## src/rtl/gfg_scene_pkg.sv

```systemverilog
// Shared definitions for the triangle scene sequencer.
//   - state_e      : sequencer FSM state encoding
//   - tri_entry_t  : scene ROM entry layout {valid, p0x, p0y, p1x, p1y, p2x, p2y, color}
//   - scene_entry(): constant scene table, addressed by {scene, tri_idx}
// Coordinates are stored at a fixed 8-bit width and narrowed to the raster width by the user.
package gfg_scene_pkg;

    typedef enum logic [2:0] {
        StIdle     = 3'd0,
        StFetch    = 3'd1,
        StGo       = 3'd2,
        StWaitAck  = 3'd3,
        StWaitDone = 3'd4,
        StNext     = 3'd5,
        StUpdate   = 3'd6
    } state_e;

    localparam int unsigned RomCoordW  = 8;
    localparam int unsigned RomColorW  = 12;
    // Cycles spent waiting for the rasterizer to drop done before assuming an instant finish.
    localparam int unsigned AckTimeout = 4;

    typedef struct packed {
        logic                 valid;
        logic [RomCoordW-1:0] p0x;
        logic [RomCoordW-1:0] p0y;
        logic [RomCoordW-1:0] p1x;
        logic [RomCoordW-1:0] p1y;
        logic [RomCoordW-1:0] p2x;
        logic [RomCoordW-1:0] p2y;
        logic [RomColorW-1:0] color;
    } tri_entry_t;

    localparam int unsigned EntryW = $bits(tri_entry_t);

    function automatic tri_entry_t make_tri(input int unsigned x0, input int unsigned y0,
                                            input int unsigned x1, input int unsigned y1,
                                            input int unsigned x2, input int unsigned y2,
                                            input logic [RomColorW-1:0] color);
        tri_entry_t e;
        e.valid = 1'b1;
        e.p0x   = RomCoordW'(x0);
        e.p0y   = RomCoordW'(y0);
        e.p1x   = RomCoordW'(x1);
        e.p1y   = RomCoordW'(y1);
        e.p2x   = RomCoordW'(x2);
        e.p2y   = RomCoordW'(y2);
        e.color = color;
        return e;
    endfunction

    // Every base vertex leaves room for the largest bounce offset (x <= 63, y <= 51 at 80x60).
    function automatic tri_entry_t scene_entry(input logic [1:0] scene, input logic [2:0] idx);
        tri_entry_t e;
        e = '0;
        case ({scene, idx})
            5'b00_000: e = make_tri(10, 10, 10, 40, 50, 25, 12'hF00);
            5'b01_000: e = make_tri(40,  5,  5, 50, 60, 50, 12'h0F0);
            5'b01_001: e = make_tri(20, 20, 30, 20, 25, 30, 12'h00F);
            5'b11_000: e = make_tri( 5,  5, 20,  5, 12, 15, 12'hFF0);
            5'b11_001: e = make_tri(30, 10, 45, 10, 38, 25, 12'h0FF);
            5'b11_010: e = make_tri(50, 30, 62, 30, 56, 45, 12'hF0F);
            5'b11_011: e = make_tri( 8, 35, 25, 50,  3, 51, 12'hFFF);
            default:   e = '0;
        endcase
        return e;
    endfunction

endpackage

```

## src/rtl/scene_rom.sv

```systemverilog
// Synchronous-read scene ROM; contents come from gfg_scene_pkg::scene_entry.
//   i_clk   : clock
//   scene_i : scene index (upper address bits)
//   idx_i   : triangle index within the scene (lower address bits)
//   data_o  : packed tri_entry_t, valid the cycle after the address is presented
module scene_rom
    import gfg_scene_pkg::*;
#(
    parameter int unsigned IdxW = 2
) (
    input  logic              i_clk,
    input  logic [1:0]        scene_i,
    input  logic [IdxW-1:0]   idx_i,
    output logic [EntryW-1:0] data_o
);

    logic [2:0] idx_ext;

    always_comb begin
        idx_ext = 3'(idx_i);
    end

    always_ff @(posedge i_clk) begin
        data_o <= scene_entry(scene_i, idx_ext);
    end

endmodule

```

## src/rtl/triangle_scene_sequencer.sv

```systemverilog
// Per-frame triangle source for the rasterizer. On each new-frame pulse it walks the selected
// scene's triangle list and issues one go/done job per valid triangle, each vertex being the
// ROM base plus a bouncing (x,y) offset that steps once per completed frame.
//   i_clk, srst_n    : clock, synchronous active-low reset
//   i_new_frame      : frame-start pulse
//   i_raster_done    : rasterizer idle level
//   i_scene_sel      : scene index, sampled at frame start
//   i_pause          : freezes the bounce offsets
//   o_go             : rasterizer start pulse
//   o_p*_x, o_p*_y   : vertex coordinates
//   o_color          : fill colour
//   o_busy           : sequencer not idle
//   o_frame_done     : pulse once the frame's triangle list is exhausted
//   o_overrun        : pulse when a frame start arrives while busy
module triangle_scene_sequencer
    import gfg_scene_pkg::*;
#(
    parameter int unsigned HORIZ_RESOLUTION = 80,
    parameter int unsigned VERT_RESOLUTION  = 60,
    parameter int unsigned MAX_TRIS         = 4,
    parameter int unsigned MAX_OFFSET_X     = 16,
    parameter int unsigned MAX_OFFSET_Y     = 8,
    parameter int unsigned COLOR_DEPTH      = 12,
    localparam int unsigned XW = $clog2(HORIZ_RESOLUTION),
    localparam int unsigned YW = $clog2(VERT_RESOLUTION),
    localparam int unsigned IW = (MAX_TRIS > 1) ? $clog2(MAX_TRIS) : 1
) (
    input  logic                   i_clk,
    input  logic                   srst_n,
    input  logic                   i_new_frame,
    input  logic                   i_raster_done,
    input  logic [1:0]             i_scene_sel,
    input  logic                   i_pause,
    output logic                   o_go,
    output logic [XW-1:0]          o_p0_x,
    output logic [XW-1:0]          o_p1_x,
    output logic [XW-1:0]          o_p2_x,
    output logic [YW-1:0]          o_p0_y,
    output logic [YW-1:0]          o_p1_y,
    output logic [YW-1:0]          o_p2_y,
    output logic [COLOR_DEPTH-1:0] o_color,
    output logic                   o_busy,
    output logic                   o_frame_done,
    output logic                   o_overrun
);

    localparam logic [XW-1:0] MaxOffX = XW'(MAX_OFFSET_X);
    localparam logic [YW-1:0] MaxOffY = YW'(MAX_OFFSET_Y);
    localparam logic [XW-1:0] OneX    = XW'(1);
    localparam logic [YW-1:0] OneY    = YW'(1);
    localparam logic [IW-1:0] LastIdx = IW'(MAX_TRIS - 1);
    localparam logic [IW-1:0] OneIdx  = IW'(1);
    localparam logic [1:0]    AckLast = 2'(AckTimeout - 1);

    state_e          state_q;
    logic [1:0]      scene_q;
    logic [IW-1:0]   tri_idx_q;
    logic [1:0]      ack_cnt_q;
    logic [XW-1:0]   off_x_q;
    logic [YW-1:0]   off_y_q;
    logic            vel_x_neg_q;
    logic            vel_y_neg_q;

    logic [XW-1:0]   off_x_nxt;
    logic [YW-1:0]   off_y_nxt;
    logic            vel_x_neg_nxt;
    logic            vel_y_neg_nxt;

    logic [EntryW-1:0] rom_data;
    tri_entry_t        entry;
    logic              show;

    // Address is held constant from FETCH until NEXT, so the ROM output register keeps
    // presenting the same entry for the whole job.
    scene_rom #(
        .IdxW (IW)
    ) u_scene_rom (
        .i_clk   (i_clk),
        .scene_i (scene_q),
        .idx_i   (tri_idx_q),
        .data_o  (rom_data)
    );

    always_comb begin
        entry = rom_data;
    end

    // Bounce step: reflect at the limits so the offset traces a triangle wave 0..MAX..0.
    always_comb begin
        off_x_nxt     = off_x_q;
        vel_x_neg_nxt = vel_x_neg_q;
        if (!vel_x_neg_q && off_x_q == MaxOffX) begin
            vel_x_neg_nxt = 1'b1;
            off_x_nxt     = MaxOffX - OneX;
        end else if (vel_x_neg_q && off_x_q == '0) begin
            vel_x_neg_nxt = 1'b0;
            off_x_nxt     = OneX;
        end else if (vel_x_neg_q) begin
            off_x_nxt     = off_x_q - OneX;
        end else begin
            off_x_nxt     = off_x_q + OneX;
        end

        off_y_nxt     = off_y_q;
        vel_y_neg_nxt = vel_y_neg_q;
        if (!vel_y_neg_q && off_y_q == MaxOffY) begin
            vel_y_neg_nxt = 1'b1;
            off_y_nxt     = MaxOffY - OneY;
        end else if (vel_y_neg_q && off_y_q == '0) begin
            vel_y_neg_nxt = 1'b0;
            off_y_nxt     = OneY;
        end else if (vel_y_neg_q) begin
            off_y_nxt     = off_y_q - OneY;
        end else begin
            off_y_nxt     = off_y_q + OneY;
        end
    end

    always_ff @(posedge i_clk) begin
        if (!srst_n) begin
            state_q     <= StIdle;
            scene_q     <= '0;
            tri_idx_q   <= '0;
            ack_cnt_q   <= '0;
            off_x_q     <= '0;
            off_y_q     <= '0;
            vel_x_neg_q <= 1'b0;
            vel_y_neg_q <= 1'b0;
        end else begin
            unique case (state_q)
                StIdle: begin
                    if (i_new_frame) begin
                        scene_q   <= i_scene_sel;
                        tri_idx_q <= '0;
                        state_q   <= StFetch;
                    end
                end
                StFetch: begin
                    state_q <= StGo;
                end
                StGo: begin
                    if (!entry.valid) begin
                        state_q <= StUpdate;
                    end else if (i_raster_done) begin
                        ack_cnt_q <= '0;
                        state_q   <= StWaitAck;
                    end
                end
                StWaitAck: begin
                    if (!i_raster_done) begin
                        state_q <= StWaitDone;
                    end else if (ack_cnt_q == AckLast) begin
                        // Rasterizer never dropped done: treat the job as already finished.
                        state_q <= StNext;
                    end else begin
                        ack_cnt_q <= ack_cnt_q + 2'd1;
                    end
                end
                StWaitDone: begin
                    if (i_raster_done) begin
                        state_q <= StNext;
                    end
                end
                StNext: begin
                    if (tri_idx_q == LastIdx) begin
                        state_q <= StUpdate;
                    end else begin
                        tri_idx_q <= tri_idx_q + OneIdx;
                        state_q   <= StFetch;
                    end
                end
                StUpdate: begin
                    if (!i_pause) begin
                        off_x_q     <= off_x_nxt;
                        off_y_q     <= off_y_nxt;
                        vel_x_neg_q <= vel_x_neg_nxt;
                        vel_y_neg_q <= vel_y_neg_nxt;
                    end
                    state_q <= StIdle;
                end
                default: begin
                    state_q <= StIdle;
                end
            endcase
        end
    end

    // Vertex outputs are sums of registers (ROM output and offsets) that stay fixed from GO
    // through WAIT_DONE, so they are valid in the o_go cycle and stable for the whole job.
    always_comb begin
        show = ((state_q == StGo) && entry.valid) || (state_q == StWaitAck) ||
               (state_q == StWaitDone);

        o_p0_x  = '0;
        o_p1_x  = '0;
        o_p2_x  = '0;
        o_p0_y  = '0;
        o_p1_y  = '0;
        o_p2_y  = '0;
        o_color = '0;
        if (show) begin
            o_p0_x  = XW'(entry.p0x) + off_x_q;
            o_p1_x  = XW'(entry.p1x) + off_x_q;
            o_p2_x  = XW'(entry.p2x) + off_x_q;
            o_p0_y  = YW'(entry.p0y) + off_y_q;
            o_p1_y  = YW'(entry.p1y) + off_y_q;
            o_p2_y  = YW'(entry.p2y) + off_y_q;
            o_color = COLOR_DEPTH'(entry.color);
        end

        o_go         = (state_q == StGo) && entry.valid && i_raster_done;
        o_busy       = (state_q != StIdle);
        o_frame_done = (state_q == StUpdate);
        o_overrun    = i_new_frame && (state_q != StIdle);
    end

endmodule

```

## config.mk

```make
export PLATFORM = sky130hd
export DESIGN_NAME = triangle_scene_sequencer
export DESIGN_NICKNAME = d
export VERILOG_FILES = /design/src/rtl/gfg_scene_pkg.sv /design/src/rtl/scene_rom.sv /design/src/rtl/triangle_scene_sequencer.sv
export SDC_FILE = /design/constraint.sdc
export NUM_CORES = 1
export LEC_CHECK = 0
export CAP_MARGIN = 25
export CORE_MARGIN = 2
export CORE_UTILIZATION = 40
export DETAILED_ROUTE_END_ITERATION = 7
export GPL_TIMING_DRIVEN = 0
export SLEW_MARGIN = 15
export SYNTH_ARGS = -nofsm -noshare
export SYNTH_HDL_FRONTEND = slang
export SYNTH_SLANG_ARGS = --single-unit
```

## constraint.sdc

```tcl
create_clock -name i_clk -period 5.2 [get_ports i_clk]
set_input_delay 0.52 -clock i_clk [delete_from_list [all_inputs] [get_ports i_clk]]
set_output_delay 0.52 -clock i_clk [all_outputs]
set_load 0.005 [all_outputs]
```

==> results of run 1 <==
[synthesized netlist by cell type (6+ instances only)]
master,instances
and2_1,7
inv_1,30
clkbuf_1,13
o21ai_0,34
buf_4,9
dfxtp_1,59
a21oi_1,42
buf_2,8
nand3_1,7
nand2_1,43
xnor2_1,15
a21boi_0,6
fa_1,8
nor2_1,48
xor2_1,23
a21o_1,18
nor2b_1,20
ha_1,45
o21a_1,6
[stage by stage]
step	cells	hold slack (ns)	total power, µW	util (%)
4_1_cts	713	0.472	1330	50.1
5_1_grt	713	0.488	1400	50.1
2_1_floorplan	503	0.434	748	-
3_3_place_gp	699	0.443	923	48.4
3_5_place_dp	699	0.463	929	48.4
6_report	713	0.460	1320	50.1
[cell usage in the layout (no fill, tap or decap), drive strengths merged, types with 4 or more instances in the layout]
master / n
clkbuf: 24
a31oi: 4
clkdlybuf4s50: 60
nand3: 7
and2: 8
a21oi: 42
a21o: 18
dfxtp: 59
o21a: 6
nor2: 48
nand3b: 4
inv: 30
ha: 45
a21boi: 8
fa: 8
nand2: 44
a211oi: 4
nor2b: 20
a211o: 4
o21ai: 35
buf: 18
xor2: 23
xnor2: 15
nor3: 5
[power groups by stage]
stage | clock (µW) | sequential (µW) | combinational, µW
global placement | 0 | 533 | 391
finish | 400 | 523 | 393
floorplan | 0 | 524 | 223
CTS | 412 | 524 | 397
detailed placement | 0 | 534 | 395
global route | 434 | 529 | 439
[sequential cells by signal (all words and copies together) (netlist names)]
| register | count |
|---|---|
| scene_q | 2 |
| ack_cnt_q | 2 |
| vel_x_neg_q | 1 |
| u_scene_rom.data_o | 35 |
| state_q | 3 |
| tri_idx_q | 2 |
| off_y_q | 6 |
| vel_y_neg_q | 1 |
| off_x_q | 7 |
[cells by family (layout without fill, tap and decap cells)]
logic type / count (synthesis) / after routing / synth area share (%)
compound gates: 139 / 139 / 21.2
xor+xnor: 38 / 38 / 7.97
fa+ha+maj: 53 / 53 / 17.3
buf+inv: 61 / 135 / 6.71
flops: 59 / 59 / 28.3
mux: 3 / 3 / 0.719
simple gates: 150 / 150 / 17.8
[critical path, cell delays in order, from the launching register on]
cell and delay [ns]:
dfxtp_1 0.44, ha_1 0.30, fa_1 0.41, a21o_1 0.17, a21oi_1 0.20, o21ai_0 0.14, xnor2_1 0.14, nor2_1 0.15
clkdlybuf4s50_1 0.52
[per-layer routing]
metal	wire (µm)	vias up	part of all wire [%]
met5	0	-	0
met4	174	0	1.7
met3	428	14	4.3
met2	4720	78	47
met1	4710	1683	47
li1	-	1866	-
[worst max path at each step]
stage                              to  slack, ns  depth (start not counted)
final                       o_p0_x[6]       1.85                          8
after global routing       o_color[6]       1.59                          7
after CTS                  o_color[6]       1.78                          7
after detailed placement   o_color[6]       2.15                          7
after global placement    o_color[10]       2.18                          7
after floorplan             o_p0_x[6]       2.97                          7
[final cells by class]
type / count / area, µm²
Fill cell: 977 / 5100
Multi-Input combinational cell: 383 / 2720
Sequential cell: 59 / 1180
Timing Repair Buffer: 60 / 601
Tap cell: 136 / 170
Buffer: 31 / 168
Clock buffer: 11 / 141
Inverter: 30 / 113
Clock inverter: 3 / 40.0
==> qor.csv, run 1 <==
metric,value,unit
synth_ff_type,dfxtp_1,
io-pin-count,62,
grt_pass1_vias,3475,
die-area,11300,µm²
drive_gt1_share,6.93,%
synth_top_area_share,28.3,%
placed_cell_area,4950,µm²
clkLatencyLatePin,0.34,ns
dieHeight,106,µm
grt_max_degree,14,
dieWidth,106,µm
finalSetupViolCount,0,
fin_crit_sh,64.5,%
crit_type,register to output port,
cts_sinks,59,
std_cell_rows,37,
reg2reg_depth,6,
intPower,920,µW
grt_use_met1,24.2,%
maxSlewViolCount,0,
synth_warnings,0,
cts.reportedPaths.clkPinSlew,0.06,ns
seq_area_frac_synth,28.3,%
antennaDiodeCount,0,
top_usage_layer,met2,
met2_usage,31.6,%
syn_nets,563,
p_switching,396,µW
fmax,298,MHz
place_hpwl,8080,µm
synth_area,4180,µm²
holdBufCountCts,0,
drt_iter0_drc,120,
area_delta_synth_final,22.8,%
ys_ff_latch,59,
nets,634,
outcome,finished clean,
met3_usage,3.56,%
r2r_setup_slack,3.00,ns
maxCapViolations,0,
fp.coreArea,10200,µm²
dp_slack,2.15,ns
synth_cell_type_count,54,
sequentialPowerShare,39.7,%
netSwitchingFraction,30.1,%
overflow,0,
tns,0,ns
min_from,ack_cnt_q[1],
gp_congestion,0.936,
rsz0062_at_grt,no,
async_flop_share,0,%
min_path_cells,2,
design_area,5130,µm²
postSynthAreaPerCell,8.30,µm²
timing.critical_path.from,off_x_q[0],
critPathArrivalTime,2.83,ns
cts_tree,done,
cts_root_buf,clkbuf_8,
whs_endpoint,ack_cnt_q[1],
postCtsSetupBuffers,0,
fin_worst_skew,0.00766,ns
antenna_found_initial,0,
startpoint_type,register,
synth_area_leaders,"dfxtp_1 28%, ha_1 13%, a21oi_1 5.0%",
port_buffers,60,
worstMarginPinSlew,0.732,ns
drtPass1Iterations,4,
min_path_type,register to register,
r2r_start,off_x_q[1],
htreeDepth,3,
ir_drop,182,µV
cts_resized,0,
cts_buffer_depth,2,
post_drt_wl_per_cell,14.1,µm
synth_edf_count,0,
endpoint_kind,output port,
grt_pass1_wl,16800,µm
grt_usage,19.0,%
initial_core_util,40.8,%
relSlewSlack,50.7,%
r2r_end,off_x_q[6],
fin_ws,1.85,ns
routed_via_density,5.11,
numCtsBuffers,9,
drtAntennaViolNets,0,
drt-total-wl,10000,µm
path_max_fanout,7,
clock_power_share,30.4,%
worstPathRequired,4.68,ns
drc,0,
synth_cells,503,
synth.largest_area_cell,dfxtp_1,
hold_viol_final,0,
p_comb_share,29.8,%
power_density,257,nW/µm²
fin_crit,3.35,ns
vias,3641,
p_leak,0.00234,µW
(Power assumes the default switching activity.)
==> inputs of run 2 (changes only) <==
==> constraint.sdc (replaced) <==
create_clock -name i_clk -period 3.46 [get_ports i_clk]
set_input_delay 0.346 -clock i_clk [delete_from_list [all_inputs] [get_ports i_clk]]
set_output_delay 0.346 -clock i_clk [all_outputs]
set_load 0.005 [all_outputs]
==> results of run 2 <==
Same layout as run 1 (identical final DEF). Status: finished clean.
Main changes from that run: setup slack after placement 2.15 ns -> 0.585 ns; setup slack after layout 1.85 ns -> 0.282 ns; register-to-register setup slack 3.00 ns -> 1.26 ns; total power 1320 µW -> 1980 µW; worst IR drop on VDD 182 µV -> 273 µV
==> inputs of run 3 (changes only) <==
--- a/config.mk
+++ b/config.mk
@@ -10,7 +10,8 @@
 export CORE_UTILIZATION = 40
 export DETAILED_ROUTE_END_ITERATION = 7
 export GPL_TIMING_DRIVEN = 0
-export SLEW_MARGIN = 15
+export SLEW_MARGIN = 10
 export SYNTH_ARGS = -nofsm -noshare
 export SYNTH_HDL_FRONTEND = slang
 export SYNTH_SLANG_ARGS = --single-unit
+export TNS_END_PERCENT = 10
==> results of run 3 <==
Same layout as run 1 (identical final DEF). Status: finished clean.
Main changes from that run: setup slack after placement 2.15 ns -> 0.585 ns; setup slack after layout 1.85 ns -> 0.282 ns; register-to-register setup slack 3.00 ns -> 1.26 ns; total power 1320 µW -> 1980 µW; worst IR drop on VDD 182 µV -> 273 µV
